`config.mk`:
```
export PLATFORM = sky130hd
export DESIGN_NAME = maze_mem_arbiter_flat
export DESIGN_NICKNAME = d
export VERILOG_FILES = /design/src/rtl/maze_mem_arbiter_pkg.sv /design/src/rtl/maze_mem_arbiter_if.sv /design/src/rtl/maze_mem_arbiter_rr_pick.sv /design/src/rtl/maze_mem_arbiter.sv /design/src/flat_wrapper.sv
export SDC_FILE = /design/constraint.sdc
export NUM_CORES = 1
export LEC_CHECK = 0
export BUFFER_PORTS_ARGS = -buffer_cell sky130_fd_sc_hd__buf_2
export CAP_MARGIN = 20
export CORE_MARGIN = 2
export CORE_UTILIZATION = 50
export CTS_BUF_LIST = sky130_fd_sc_hd__clkbuf_16
export CTS_CLUSTER_SIZE = 12
export DETAILED_ROUTE_END_ITERATION = 10
export PLACE_DENSITY = 0.78
export SYNTH_ARGS = -nofsm -noshare
export SYNTH_HDL_FRONTEND = slang
export SYNTH_SLANG_ARGS = --single-unit
export TNS_END_PERCENT = 20
```
`constraint.sdc`:
```
create_clock -name clk -period 2.15 [get_ports clk]
set_clock_uncertainty 0.15 [all_clocks]
set_input_delay 0.1075 -clock clk [delete_from_list [all_inputs] [get_ports clk]]
set_output_delay 0.1075 -clock clk [all_outputs]
set_load 0.02 [all_outputs]
```
`src/rtl/maze_mem_arbiter_pkg.sv`:
```
// Shared state encoding, geometry and port indices for the maze map memory arbiter.
package maze_pkg;

    localparam int COORD_W = 4;
    localparam int MAP_DIM = 16;

    localparam logic PORT_RAT  = 1'b0;
    localparam logic PORT_HOST = 1'b1;

    typedef enum logic [2:0] {
        ST_IDLE,
        ST_ACCESS,
        ST_RESP,
        ST_CLEAR,
        ST_CDONE
    } arb_state_t;

endpackage

```
`src/rtl/maze_mem_arbiter_if.sv`:
```
// One requester's access channel into the maze map arbiter.
interface maze_mem_arbiter_if #(
    parameter int COORD_W = maze_pkg::COORD_W
);
    logic               req;
    logic               lock;
    logic [COORD_W-1:0] x;
    logic [COORD_W-1:0] y;
    logic               wr;
    logic               din;
    logic               ack;
    logic               rdata;

    modport master (output req, lock, x, y, wr, din, input ack, rdata);
    modport slave  (input req, lock, x, y, wr, din, output ack, rdata);
endinterface

```
`src/rtl/maze_mem_arbiter_rr_pick.sv`:
```
// Combinational grant selection: locked owner first (within its hold budget), then round-robin.
module maze_rr_pick
    import maze_pkg::*;
(
    input  logic req0,
    input  logic req1,
    input  logic rr_ptr,
    input  logic owner_valid,
    input  logic owner_id,
    input  logic hold_below_max,
    output logic grant_valid,
    output logic grant_id
);
    logic owner_req;
    logic other_req;
    logic ptr_req;
    logic alt_req;

    always_comb begin
        owner_req   = owner_id ? req1 : req0;
        other_req   = owner_id ? req0 : req1;
        ptr_req     = rr_ptr ? req1 : req0;
        alt_req     = rr_ptr ? req0 : req1;
        grant_valid = req0 | req1;
        grant_id    = PORT_RAT;
        // An exhausted owner keeps the memory only when nobody else is waiting.
        if (owner_valid && owner_req && (hold_below_max || !other_req)) begin
            grant_id = owner_id;
        end else if (ptr_req) begin
            grant_id = rr_ptr;
        end else if (alt_req) begin
            grant_id = ~rr_ptr;
        end
    end
endmodule

```
`src/rtl/maze_mem_arbiter.sv`:
```
// Arbiter for the shared 16x16 maze map memory: rat solver (p0) vs host loader (p1), plus map clear.
// Optional per-port grant and clear statistics are built when MAZE_ARB_STATS_EN is defined.
module maze_mem_arbiter
    import maze_pkg::*;
#(
    parameter int COORD_W  = maze_pkg::COORD_W,
    parameter int MAX_HOLD = 8
) (
    input  logic               clk,
    input  logic               rst,
    maze_mem_arbiter_if.slave  p0,
    maze_mem_arbiter_if.slave  p1,
    input  logic               clr_req,
    output logic               clr_done,
    output logic [COORD_W-1:0] mem_x,
    output logic [COORD_W-1:0] mem_y,
    output logic               mem_din,
    output logic               mem_rd,
    output logic               mem_wr,
    output logic               mem_rst_map,
    input  logic               mem_dout
`ifdef MAZE_ARB_STATS_EN
    ,
    output logic [15:0]        grant_cnt0,
    output logic [15:0]        grant_cnt1,
    output logic [7:0]         clr_cnt
`endif
);
    // state     | meaning
    // ST_IDLE   | arbitrate: pending clear, then locked owner, then round-robin
    // ST_ACCESS | mem_rd or mem_wr high for one cycle
    // ST_RESP   | ack pulse to the granted port, update rr pointer and lock hold
    // ST_CLEAR  | mem_rst_map high for one cycle
    // ST_CDONE  | clr_done pulse, drop the latched clear and any lock ownership

    localparam int HOLD_W = $clog2(MAX_HOLD + 1);

    arb_state_t          state;
    logic                gnt;
    logic                wr_q;
    logic                rr_ptr;
    logic                owner_valid;
    logic                owner_id;
    logic                clr_pend;
    logic [HOLD_W-1:0]   hold_cnt;
    logic [1:0]          ack_q;
    logic [1:0]          rdata_q;

    logic                grant_valid;
    logic                grant_id;
    logic                hold_below_max;
    logic [COORD_W-1:0]  sel_x;
    logic [COORD_W-1:0]  sel_y;
    logic                sel_wr;
    logic                sel_din;
    logic                lock_sel;

    assign p0.ack   = ack_q[PORT_RAT];
    assign p1.ack   = ack_q[PORT_HOST];
    assign p0.rdata = rdata_q[PORT_RAT];
    assign p1.rdata = rdata_q[PORT_HOST];

    assign hold_below_max = hold_cnt < HOLD_W'(MAX_HOLD);

    always_comb begin
        sel_x    = (grant_id == PORT_HOST) ? p1.x   : p0.x;
        sel_y    = (grant_id == PORT_HOST) ? p1.y   : p0.y;
        sel_wr   = (grant_id == PORT_HOST) ? p1.wr  : p0.wr;
        sel_din  = (grant_id == PORT_HOST) ? p1.din : p0.din;
        lock_sel = (gnt == PORT_HOST) ? p1.lock : p0.lock;
    end

    maze_rr_pick u_pick (
        .req0           (p0.req),
        .req1           (p1.req),
        .rr_ptr         (rr_ptr),
        .owner_valid    (owner_valid),
        .owner_id       (owner_id),
        .hold_below_max (hold_below_max),
        .grant_valid    (grant_valid),
        .grant_id       (grant_id)
    );

    always_ff @(posedge clk) begin
        if (rst) begin
            state       <= ST_IDLE;
            gnt         <= PORT_RAT;
            wr_q        <= 1'b0;
            rr_ptr      <= PORT_RAT;
            owner_valid <= 1'b0;
            owner_id    <= PORT_RAT;
            clr_pend    <= 1'b0;
            hold_cnt    <= '0;
            ack_q       <= '0;
            rdata_q     <= '0;
            clr_done    <= 1'b0;
            mem_x       <= '0;
            mem_y       <= '0;
            mem_din     <= 1'b0;
            mem_rd      <= 1'b0;
            mem_wr      <= 1'b0;
            mem_rst_map <= 1'b0;
`ifdef MAZE_ARB_STATS_EN
            grant_cnt0  <= '0;
            grant_cnt1  <= '0;
            clr_cnt     <= '0;
`endif
        end else begin
            case (state)
                ST_IDLE: begin
                    if (clr_req || clr_pend) begin
                        mem_rst_map <= 1'b1;
                        state       <= ST_CLEAR;
                    end else if (grant_valid) begin
                        gnt     <= grant_id;
                        mem_x   <= sel_x;
                        mem_y   <= sel_y;
                        mem_din <= sel_din;
                        wr_q    <= sel_wr;
                        mem_rd  <= ~sel_wr;
                        mem_wr  <= sel_wr;
                        if (owner_valid && (grant_id != owner_id)) begin
                            hold_cnt <= '0;
                        end
                        state   <= ST_ACCESS;
                    end
                end
                ST_ACCESS: begin
                    mem_rd     <= 1'b0;
                    mem_wr     <= 1'b0;
                    if (!wr_q) begin
                        rdata_q[gnt] <= mem_dout;
                    end
                    ack_q[gnt] <= 1'b1;
                    if (clr_req) begin
                        clr_pend <= 1'b1;
                    end
                    state      <= ST_RESP;
                end
                ST_RESP: begin
                    ack_q  <= '0;
                    rr_ptr <= ~gnt;
                    if (lock_sel) begin
                        owner_valid <= 1'b1;
                        owner_id    <= gnt;
                        if (!owner_valid || (owner_id != gnt)) begin
                            hold_cnt <= HOLD_W'(1);
                        end else if (hold_below_max) begin
                            hold_cnt <= hold_cnt + 1'b1;
                        end
                    end else begin
                        owner_valid <= 1'b0;
                        hold_cnt    <= '0;
                    end
                    if (clr_req) begin
                        clr_pend <= 1'b1;
                    end
`ifdef MAZE_ARB_STATS_EN
                    if (gnt == PORT_RAT) begin
                        if (grant_cnt0 != 16'hFFFF) grant_cnt0 <= grant_cnt0 + 16'd1;
                    end else begin
                        if (grant_cnt1 != 16'hFFFF) grant_cnt1 <= grant_cnt1 + 16'd1;
                    end
`endif
                    state  <= ST_IDLE;
                end
                ST_CLEAR: begin
                    mem_rst_map <= 1'b0;
                    clr_done    <= 1'b1;
                    state       <= ST_CDONE;
                end
                ST_CDONE: begin
                    clr_done    <= 1'b0;
                    clr_pend    <= 1'b0;
                    owner_valid <= 1'b0;
                    hold_cnt    <= '0;
`ifdef MAZE_ARB_STATS_EN
                    if (clr_cnt != 8'hFF) clr_cnt <= clr_cnt + 8'd1;
`endif
                    state       <= ST_IDLE;
                end
                default: state <= ST_IDLE;
            endcase
        end
    end
endmodule

```
`src/flat_wrapper.sv`:
```
// flat-port wrapper written by rule: the top's interface ports become plain ports
module maze_mem_arbiter_flat import maze_pkg::*;
#(
    parameter int COORD_W  = maze_pkg::COORD_W,
    parameter int MAX_HOLD = 8
)
  (clk, rst, clr_req, clr_done, mem_x, mem_y, mem_din, mem_rd, mem_wr, mem_rst_map, mem_dout, p0_req, p0_lock, p0_x, p0_y, p0_wr, p0_din, p0_ack, p0_rdata, p1_req, p1_lock, p1_x, p1_y, p1_wr, p1_din, p1_ack, p1_rdata);
  maze_mem_arbiter_if #(.COORD_W(COORD_W)) p0_i ();
  maze_mem_arbiter_if #(.COORD_W(COORD_W)) p1_i ();
  input  logic clk;
  input  logic rst;
  input  logic clr_req;
  output logic clr_done;
  output logic [COORD_W-1:0] mem_x;
  output logic [COORD_W-1:0] mem_y;
  output logic mem_din;
  output logic mem_rd;
  output logic mem_wr;
  output logic mem_rst_map;
  input  logic mem_dout;
  input wire logic [$bits(p0_i.req)-1:0] p0_req;
  input wire logic [$bits(p0_i.lock)-1:0] p0_lock;
  input wire logic [$bits(p0_i.x)-1:0] p0_x;
  input wire logic [$bits(p0_i.y)-1:0] p0_y;
  input wire logic [$bits(p0_i.wr)-1:0] p0_wr;
  input wire logic [$bits(p0_i.din)-1:0] p0_din;
  output wire logic [$bits(p0_i.ack)-1:0] p0_ack;
  output wire logic [$bits(p0_i.rdata)-1:0] p0_rdata;
  input wire logic [$bits(p1_i.req)-1:0] p1_req;
  input wire logic [$bits(p1_i.lock)-1:0] p1_lock;
  input wire logic [$bits(p1_i.x)-1:0] p1_x;
  input wire logic [$bits(p1_i.y)-1:0] p1_y;
  input wire logic [$bits(p1_i.wr)-1:0] p1_wr;
  input wire logic [$bits(p1_i.din)-1:0] p1_din;
  output wire logic [$bits(p1_i.ack)-1:0] p1_ack;
  output wire logic [$bits(p1_i.rdata)-1:0] p1_rdata;
  assign p0_i.req = p0_req;
  assign p0_i.lock = p0_lock;
  assign p0_i.x = p0_x;
  assign p0_i.y = p0_y;
  assign p0_i.wr = p0_wr;
  assign p0_i.din = p0_din;
  assign p0_ack = p0_i.ack;
  assign p0_rdata = p0_i.rdata;
  assign p1_i.req = p1_req;
  assign p1_i.lock = p1_lock;
  assign p1_i.x = p1_x;
  assign p1_i.y = p1_y;
  assign p1_i.wr = p1_wr;
  assign p1_i.din = p1_din;
  assign p1_ack = p1_i.ack;
  assign p1_rdata = p1_i.rdata;
  maze_mem_arbiter #(.COORD_W(COORD_W), .MAX_HOLD(MAX_HOLD)) u_core (.clk(clk), .rst(rst), .p0(p0_i), .p1(p1_i), .clr_req(clr_req), .clr_done(clr_done), .mem_x(mem_x), .mem_y(mem_y), .mem_din(mem_din), .mem_rd(mem_rd), .mem_wr(mem_wr), .mem_rst_map(mem_rst_map), .mem_dout(mem_dout));
endmodule
```
==> results of run 1 <==
## state kept, by name, summed over array words and instances (netlist names), 2 cells and up
register         count
u_core.rdata_q       2
u_core.mem_x         4
u_core.hold_cnt      4
u_core.ack_q         2
u_core.mem_y         4
u_core.state         3
## kinds of logic (layout without fill, tap and decap cells)
| family | count (synthesis) | count (layout) | synth area share |
|---|---|---|---|
| DFF | 30 | 30 | 0.404 |
| AOI/OAI and AO/OA | 52 | 52 | 0.210 |
| buffers and inverters | 18 | 86 | 0.0699 |
| xor gates and xnor gates | 2 | 2 | 0.0118 |
| muxes | 15 | 15 | 0.108 |
| and+or+nand+nor | 46 | 46 | 0.188 |
| adders and majority gates | 1 | 1 | 0.00842 |
## metal layers
metal,global-route usage,vias up
met5,0,-
met4,0.106,0
li1,-,721
met1,0.289,706
met3,0.0901,13
met2,0.465,69
## how the worst max path moves through the flow
stage	end	slack [ps]	startpoint	cells after the start
after floorplan	u_core.hold_cnt[0]$_SDFFE_PP0P_	310	u_core.gnt$_SDFFE_PP0P_	5
after global placement	u_core.mem_rd$_SDFFE_PP0P_	300	u_core.owner_id$_SDFFE_PP0P_	5
after detailed placement	u_core.mem_rd$_SDFFE_PP0P_	250	u_core.owner_id$_SDFFE_PP0P_	5
after CTS	u_core.hold_cnt[0]$_SDFFE_PP0P_	140	clr_req	6
after global routing	u_core.hold_cnt[0]$_SDFFE_PP0P_	60	clr_req	6
final	u_core.hold_cnt[0]$_SDFFE_PP0P_	90	clr_req	6
## through the flow
| step | utilization | cell area [sq um] | worst slack [ps] | hold slack [ps] | power, uW |
|---|---|---|---|---|---|
| after floorplan | - | 1490 | 310 | 95.9 | 858 |
| after global placement | 0.617 | 1720 | 304 | 209 | 949 |
| after detailed placement | 0.617 | 1720 | 250 | 219 | 959 |
| after CTS | 0.741 | 2060 | 138 | 15.6 | 1670 |
| after global routing | 0.741 | 2060 | 58.6 | 23.7 | 1740 |
| final | 0.741 | 2060 | 94.2 | 31.4 | 1670 |
## report_power, final
group,internal [uW],switching [uW]
clock,427,246
combinational,160,204
sequential,603,30.2
total,1190,481
## placed cells by master, fill, tap and decap left out, types with 5 or more instances in the layout
master         synthesis  final
dfxtp_1               30     30
inv_1                  8      8
nor3_1                 6      6
buf_4                  1      6
a21oi_1               17     17
nand2_1                9      9
mux2i_1               13     13
nor2_1                13     13
dlygate4sd3_1          0     20
clkbuf_16              0      5
o21ai_0               21     21
buf_2                  0     44
## critical path: stages
cell and delay (ps):
dlygate4sd3_1 520, buf_2 150, nor3_1 360, o311ai_1 210, a221oi_2 380, mux2_4 330
## area by class of cell
cell class                      count  area [sq um]
Multi-Input combinational cell    116           781
Fill cell                         194           719
Tap cell                           31          38.8
Inverter                            8          30.0
Timing Repair Buffer               70           465
Clock buffer                        5           125
Sequential cell                    30           601
Clock inverter                      3          21.3
## what timing repair did
action | in CTS | in global routing
gates resized for setup | 0 | 0
hold endpoints to repair | 12 | 0
hold buffers | 20 | 0
==> results.py, run 1 <==
metrics = {
    "setup_path": {
        "cp_max_fo": 5,
        "cp-end-kind": "register",
        "timing.rr.end": "u_core.mem_wr$_SDFFE_PP0P_",
        "reg2reg_slack_ps": 110,
        "start_kind": "input port",
        "arrival_ps": 2070,
        "cp.required_ps": 2160,
        "r2r_cells": 5,
        "worst-setup-path-type": "input port to register",
        "regToRegStartpoint": "u_core.owner_id$_SDFFE_PP0P_",
    },
    "clock_tree": {
        "clk_path_buf_depth": 2,
        "cts_sinks": 30,
        "clk_latency_ps": 270,
        "htreeDepth": 2,
        "clkTransAtPathRegs_ps": 50,
        "numCtsBuffers": 5,
        "cts_tree": "built",
        "post_cts_buffers": 0,
        "clock-root-buffer": "clkbuf_16",
    },
    "sta": {
        "relSlewSlack": 0.639,
        "finalCritPeriodShare": 0.956,
        "setup-violations-final": 0,
        "rsz0062_at_grt": "false",
        "max_freq_mhz": 486,
        "fin_crit_ps": 2060,
        "fin_setup_tns_ps": 0,
        "hold_viol_final": 0,
        "slew_violations": 0,
        "tightest_slew_ps": 541,
    },
    "flow_run": {
        "max_cap_viol_count": 0,
    },
    "routing": {
        "wl_per_cell_um": 16.3,
        "viasPerCell": 5.74,
        "vias": 1509,
        "dr.max_layer_used": "met4",
        "wl_met1_um": 1690,
        "ant_nets": 0,
        "met3_wirelength_um": 227,
        "drt-pass1-iter-count": 4,
        "first_iter_violations": 58,
        "routed_wl_um": 4280,
        "wl_met2_um": 2240,
        "route.detailed.drc": 0,
    },
    "synthesis": {
        "synth_area_leaders": "dfxtp_1 (40%), mux2i_1 (8.8%), o21ai_0 (7.1%), a21oi_1 (5.7%), nor2_1 (3.3%)",
        "synth_top_cell_area_share": 0.404,
        "yosysUniqueCellTypes": 42,
        "yosysMostFrequentCell": "dfxtp_1",
        "syn_inst": 164,
        "synth_area_leader_cell": "dfxtp_1",
        "yosys-top-cells-count": "dfxtp_1 (30), o21ai_0 (21), a21oi_1 (17), mux2i_1 (13), nor2_1 (13)",
        "ys_seq_area_frac": 0.404,
        "ys_ff_latch": 30,
        "avgSynthCellArea_sq_um": 9.06,
        "synth-edff-count": 0,
        "ys.flop_type": "dfxtp_1",
        "yosysWarnings": 0,
        "async_flop_share": 0,
        "syn_area_sq_um": 1490,
        "synth_nets": 193,
    },
    "die": {
        "rows": 19,
        "die_h_um": 58.5,
        "initial_core_util": 0.534,
        "die-area_sq_um": 3420,
        "io_pins": 45,
        "core_area_sq_um": 2780,
        "die_w_um": 58.5,
    },
    "worst_hold_path": {
        "hold_start": "p0_req",
        "hold_path_depth": 3,
        "hold_end": "u_core.state[0]$_SDFFE_PP0P_",
        "worstHoldPathType": "input port to register",
    },
    "placed_design": {
        "gp_congestion": 0.788,
        "dp_cells": 235,
        "hpwl_um": 2390,
        "port_buffers": 44,
    },
    "global_routing": {
        "grt_pass1_vias": 1461,
        "track_usage": 0.264,
        "grt_first_pass_wirelength_um": 6630,
        "antenna_found_initial": 0,
        "grt_start_max_net_pins": 22,
        "overflow": 0,
    },
    "outcome": {
        "status": "completed",
    },
    "final_layout": {
        "syn2layout_area_growth_pct": 38.8,
        "drive_gt1_frac": 0.289,
        "fin_cells": 263,
        "diodes": 0,
        "finalNetCount": 260,
    },
    "power": {
        "peakVddDrop_mv": 0.806,
        "p_leak_uw": 0.000969,
        "power_density_nw_per_um2": 810,
    },
}
Note: power is estimated with default switching activity, not from simulation.
==> run 2, diff against run 1 <==
--- a/config.mk
+++ b/config.mk
@@ -15,5 +15,6 @@
 export PLACE_DENSITY = 0.78
 export SYNTH_ARGS = -nofsm -noshare
 export SYNTH_HDL_FRONTEND = slang
+export SYNTH_HIERARCHICAL = 1
 export SYNTH_SLANG_ARGS = --single-unit
 export TNS_END_PERCENT = 20
==> constraint.sdc (replaced) <==
create_clock -name clk -period 2.15 [get_ports clk]
set_clock_uncertainty 0.15 [all_clocks]
set_input_delay 0.3225 -clock clk [delete_from_list [all_inputs] [get_ports clk]]
set_output_delay 0.3225 -clock clk [all_outputs]
set_load 0.02 [all_outputs]
==> run 2 against run 1 <==
  * Critical path depth is 1 higher
  * Clock power is 4.9% lower
  * Die area is 3.5% lower
  * Largest power group is now sequential cells
  * Wire length is 17% lower
  * Sequential power is 4.4% higher
  * Synthesized cell count is 4.3% lower
  * First-iteration DRC count is 33% higher
  * Final area is 11% lower
  * Highest routed layer unchanged
  * Core utilization is 6.8 points lower
  * Setup slack worse by 91 ps
  * Critical endpoint is now u_core/hold_cnt[3]$_SDFFE_PP0P_
  * Via count is 8.7% lower
==> results.py, run 2 <==
metrics = {
    "outcome": {
        "status": "completed",
    },
    "synthesis": {
        "synth-edff-count": 0,
        "yosysUniqueCellTypes": 41,
        "synth_area_leaders": "dfxtp_1 (42%), mux2i_1 (9.8%), a211oi_1 (6.8%), nor2_1 (5.8%), a21oi_1 (2.8%)",
        "syn_area_sq_um": 1430,
        "synth_top_cell_area_share": 0.420,
        "syn_inst": 157,
        "yosysWarnings": 6,
        "ys_ff_latch": 30,
        "synth_top_family_by_area": "compound AO/OA/AOI/OAI gates",
        "synthSimpleGateAreaFrac": 0.178,
        "ys.flop_type": "dfxtp_1",
        "synth_xor_area_frac": 0.0245,
        "synth_area_leader_cell": "dfxtp_1",
        "synth_nets": 186,
        "yosysMostFrequentCell": "dfxtp_1",
        "avgSynthCellArea_sq_um": 9.10,
        "ys_seq_area_frac": 0.420,
        "synth_fa_ha_area_frac": 0.00876,
        "async_flop_share": 0,
        "yosys-top-cells-count": "dfxtp_1 (30), nor2_1 (22), mux2i_1 (14), a211oi_1 (13), a21oi_1 (8)",
        "synth_compound_area_frac": 0.217,
        "muxShareOfSynthArea": 0.106,
    },
    "setup_path": {
        "cp_max_fo": 5,
        "critPathMaxStageDelay_ps": 380,
        "reg2reg_slack_ps": 3,
        "path_cells": "inv_1 > nand3_1 > a31oi_4 > xnor2_1 > o41ai_2 > nand3_1 > a221oi_2",
        "cp-end-kind": "register",
        "cp-startpoint": "u_core/hold_cnt[3]$_SDFFE_PP0P_",
        "regToRegStartpoint": "u_core/hold_cnt[3]$_SDFFE_PP0P_",
        "crit_path_top_delay_cell": "o41ai_2",
        "cpLargestDelayFamily": "compound AO/OA/AOI/OAI gates",
        "worst-path-stages": 7,
        "r2r_cells": 7,
        "endpoint": "u_core/hold_cnt[3]$_SDFFE_PP0P_",
        "crit_path_frequent_cell": "nand3_1",
        "worst-setup-path-type": "register to register",
        "cp.required_ps": 2180,
        "arrival_ps": 2170,
        "start_kind": "register",
        "timing.rr.end": "u_core/hold_cnt[3]$_SDFFE_PP0P_",
        "path_buf_inv": 1,
    },
    "placed_design": {
        "port_buffers": 44,
        "hpwl_um": 2330,
        "gp_congestion": 0.760,
        "place_area_sq_um": 1680,
    },
    "clock_tree": {
        "ctsHoldBuffers": 0,
        "htreeDepth": 2,
        "cts_tree": "built",
        "numCtsBuffers": 5,
        "post_cts_buffers": 0,
        "clkTransAtPathRegs_ps": 50,
        "cts_sinks": 30,
        "clk_path_buf_depth": 2,
        "cts_resized": 0,
        "clk_latency_ps": 270,
        "clock-root-buffer": "clkbuf_16",
    },
    "final_layout": {
        "drive_gt1_frac": 0.325,
        "stdcell_area_sq_um": 1840,
        "reg_top3": "u_core/hold_cnt (4), u_core/mem_x (4), u_core/mem_y (4)",
        "fill_cells": 223,
        "layout_commonest_cell": "buf_2",
        "syn2layout_area_growth_pct": 28.8,
        "layout_common_cells": "buf_2 (44), dfxtp_1 (29), nor2_1 (22), mux2i_1 (14), a211oi_1 (13)",
        "diodes": 0,
        "finalNetCount": 231,
        "utilization": 0.673,
    },
    "sta": {
        "finalCritPeriodShare": 0.999,
        "hold_viol_final": 0,
        "setup-violations-final": 0,
        "slew_violations": 0,
        "tightest_slew_ps": 551,
        "max_freq_mhz": 466,
        "relSlewSlack": 0.632,
        "fin_crit_ps": 2150,
    },
    "die": {
        "die-area_sq_um": 3300,
        "die_w_um": 57.5,
        "core_area_sq_um": 2730,
        "rows": 19,
        "initial_core_util": 0.523,
        "io_pins": 45,
        "die_h_um": 57.5,
    },
    "global_routing": {
        "grt_first_pass_wirelength_um": 5630,
        "grt_pass1_vias": 1306,
        "overflow": 0,
        "antenna_found_initial": 0,
        "track_usage": 0.221,
        "grt_start_max_net_pins": 31,
    },
    "routing": {
        "routed_wl_um": 3560,
        "first_iter_violations": 77,
        "vias": 1378,
        "viasPerCell": 5.89,
        "route.detailed.drc": 0,
        "wl_per_cell_um": 15.2,
        "drt-pass1-iter-count": 4,
        "ant_nets": 0,
    },
    "worst_hold_path": {
        "hold_start": "mem_dout",
        "worstHoldPathType": "input port to register",
    },
    "power": {
        "power_density_nw_per_um2": 890,
        "p_leak_uw": 0.000764,
        "total_power_uw": 1640,
        "peakVddDrop_mv": 0.668,
    },
    "flow_run": {
        "max_cap_viol_count": 0,
    },
}
[run 2: final cells by class]
class	instances	area (sq um)	share of cell area
clock buffer	5	125	0.0680
clock inverter	3	12.5	0.00680
inverter	4	15.0	0.00816
multi-input combinational	112	786	0.427
sequential	30	602	0.327
tap	31	38.8	0.0211
timing repair buffer	49	262	0.142
[run 2: worst min path at each step]
stage                     cells past startpoint                         endpoint  slack, ps
final                                         3   u_core/rdata_q[0]$_SDFFE_PP0P_        160
after global routing                          3   u_core/rdata_q[0]$_SDFFE_PP0P_        200
after CTS                                     3   u_core/rdata_q[0]$_SDFFE_PP0P_        160
after detailed placement                      2     u_core/ack_q[1]$_SDFFE_PP0P_        320
after global placement                        2     u_core/ack_q[0]$_SDFFE_PP0P_        320
after floorplan                               2  u_core/hold_cnt[2]$_SDFFE_PP0P_        320
[run 2: kinds of logic after synthesis]
group,count (synthesis)
compound gates,43
flops,30
fa+ha+maj,1
simple gates,49
buf+inv,15
xor+xnor,4
mux,15
[run 2: power breakdown]
group / total [uW] / switching [uW] / leakage, uW / internal (uW)
sequential: 661 / 51.8 / 0.000246 / 610
combinational: 335 / 189 / 0.000445 / 145
clock: 641 / 225 / 0.0000724 / 416
total: 1640 / 466 / 0.000764 / 1170
[run 2: metal layers]
| layer | routed length (um) | share of wire | GRT usage | vias to the layer above |
|---|---|---|---|---|
| li1 | - | - | - | 669 |
| met1 | 1390 | 0.39 | 0.258 | 622 |
| met2 | 1770 | 0.50 | 0.359 | 67 |
| met3 | 289 | 0.081 | 0.0590 | 20 |
| met4 | 116 | 0.033 | 0.136 | 0 |
| met5 | 0 | 0 | 0 | - |
[run 2: through the flow]
step / std cells / TNS (ps) / hold WS [ps] / setup WS [ps]
global route: 234 / -97.8 / 205 / -66.2
CTS: 234 / 0 / 159 / 22.3
global placement: 226 / 0 / 318 / 215
floorplan: 157 / 0 / 317 / 245
detailed placement: 226 / 0 / 323 / 71.5
finish: 234 / 0 / 161 / 2.99
[run 2: worst reg2reg max path: stages (launching register included)]
cell and delay [ps]:
dfxtp_2 330, inv_1 170, nand3_1 180, a31oi_4 260
xnor2_1 150, o41ai_2 380, nand3_1 150, a221oi_2 280
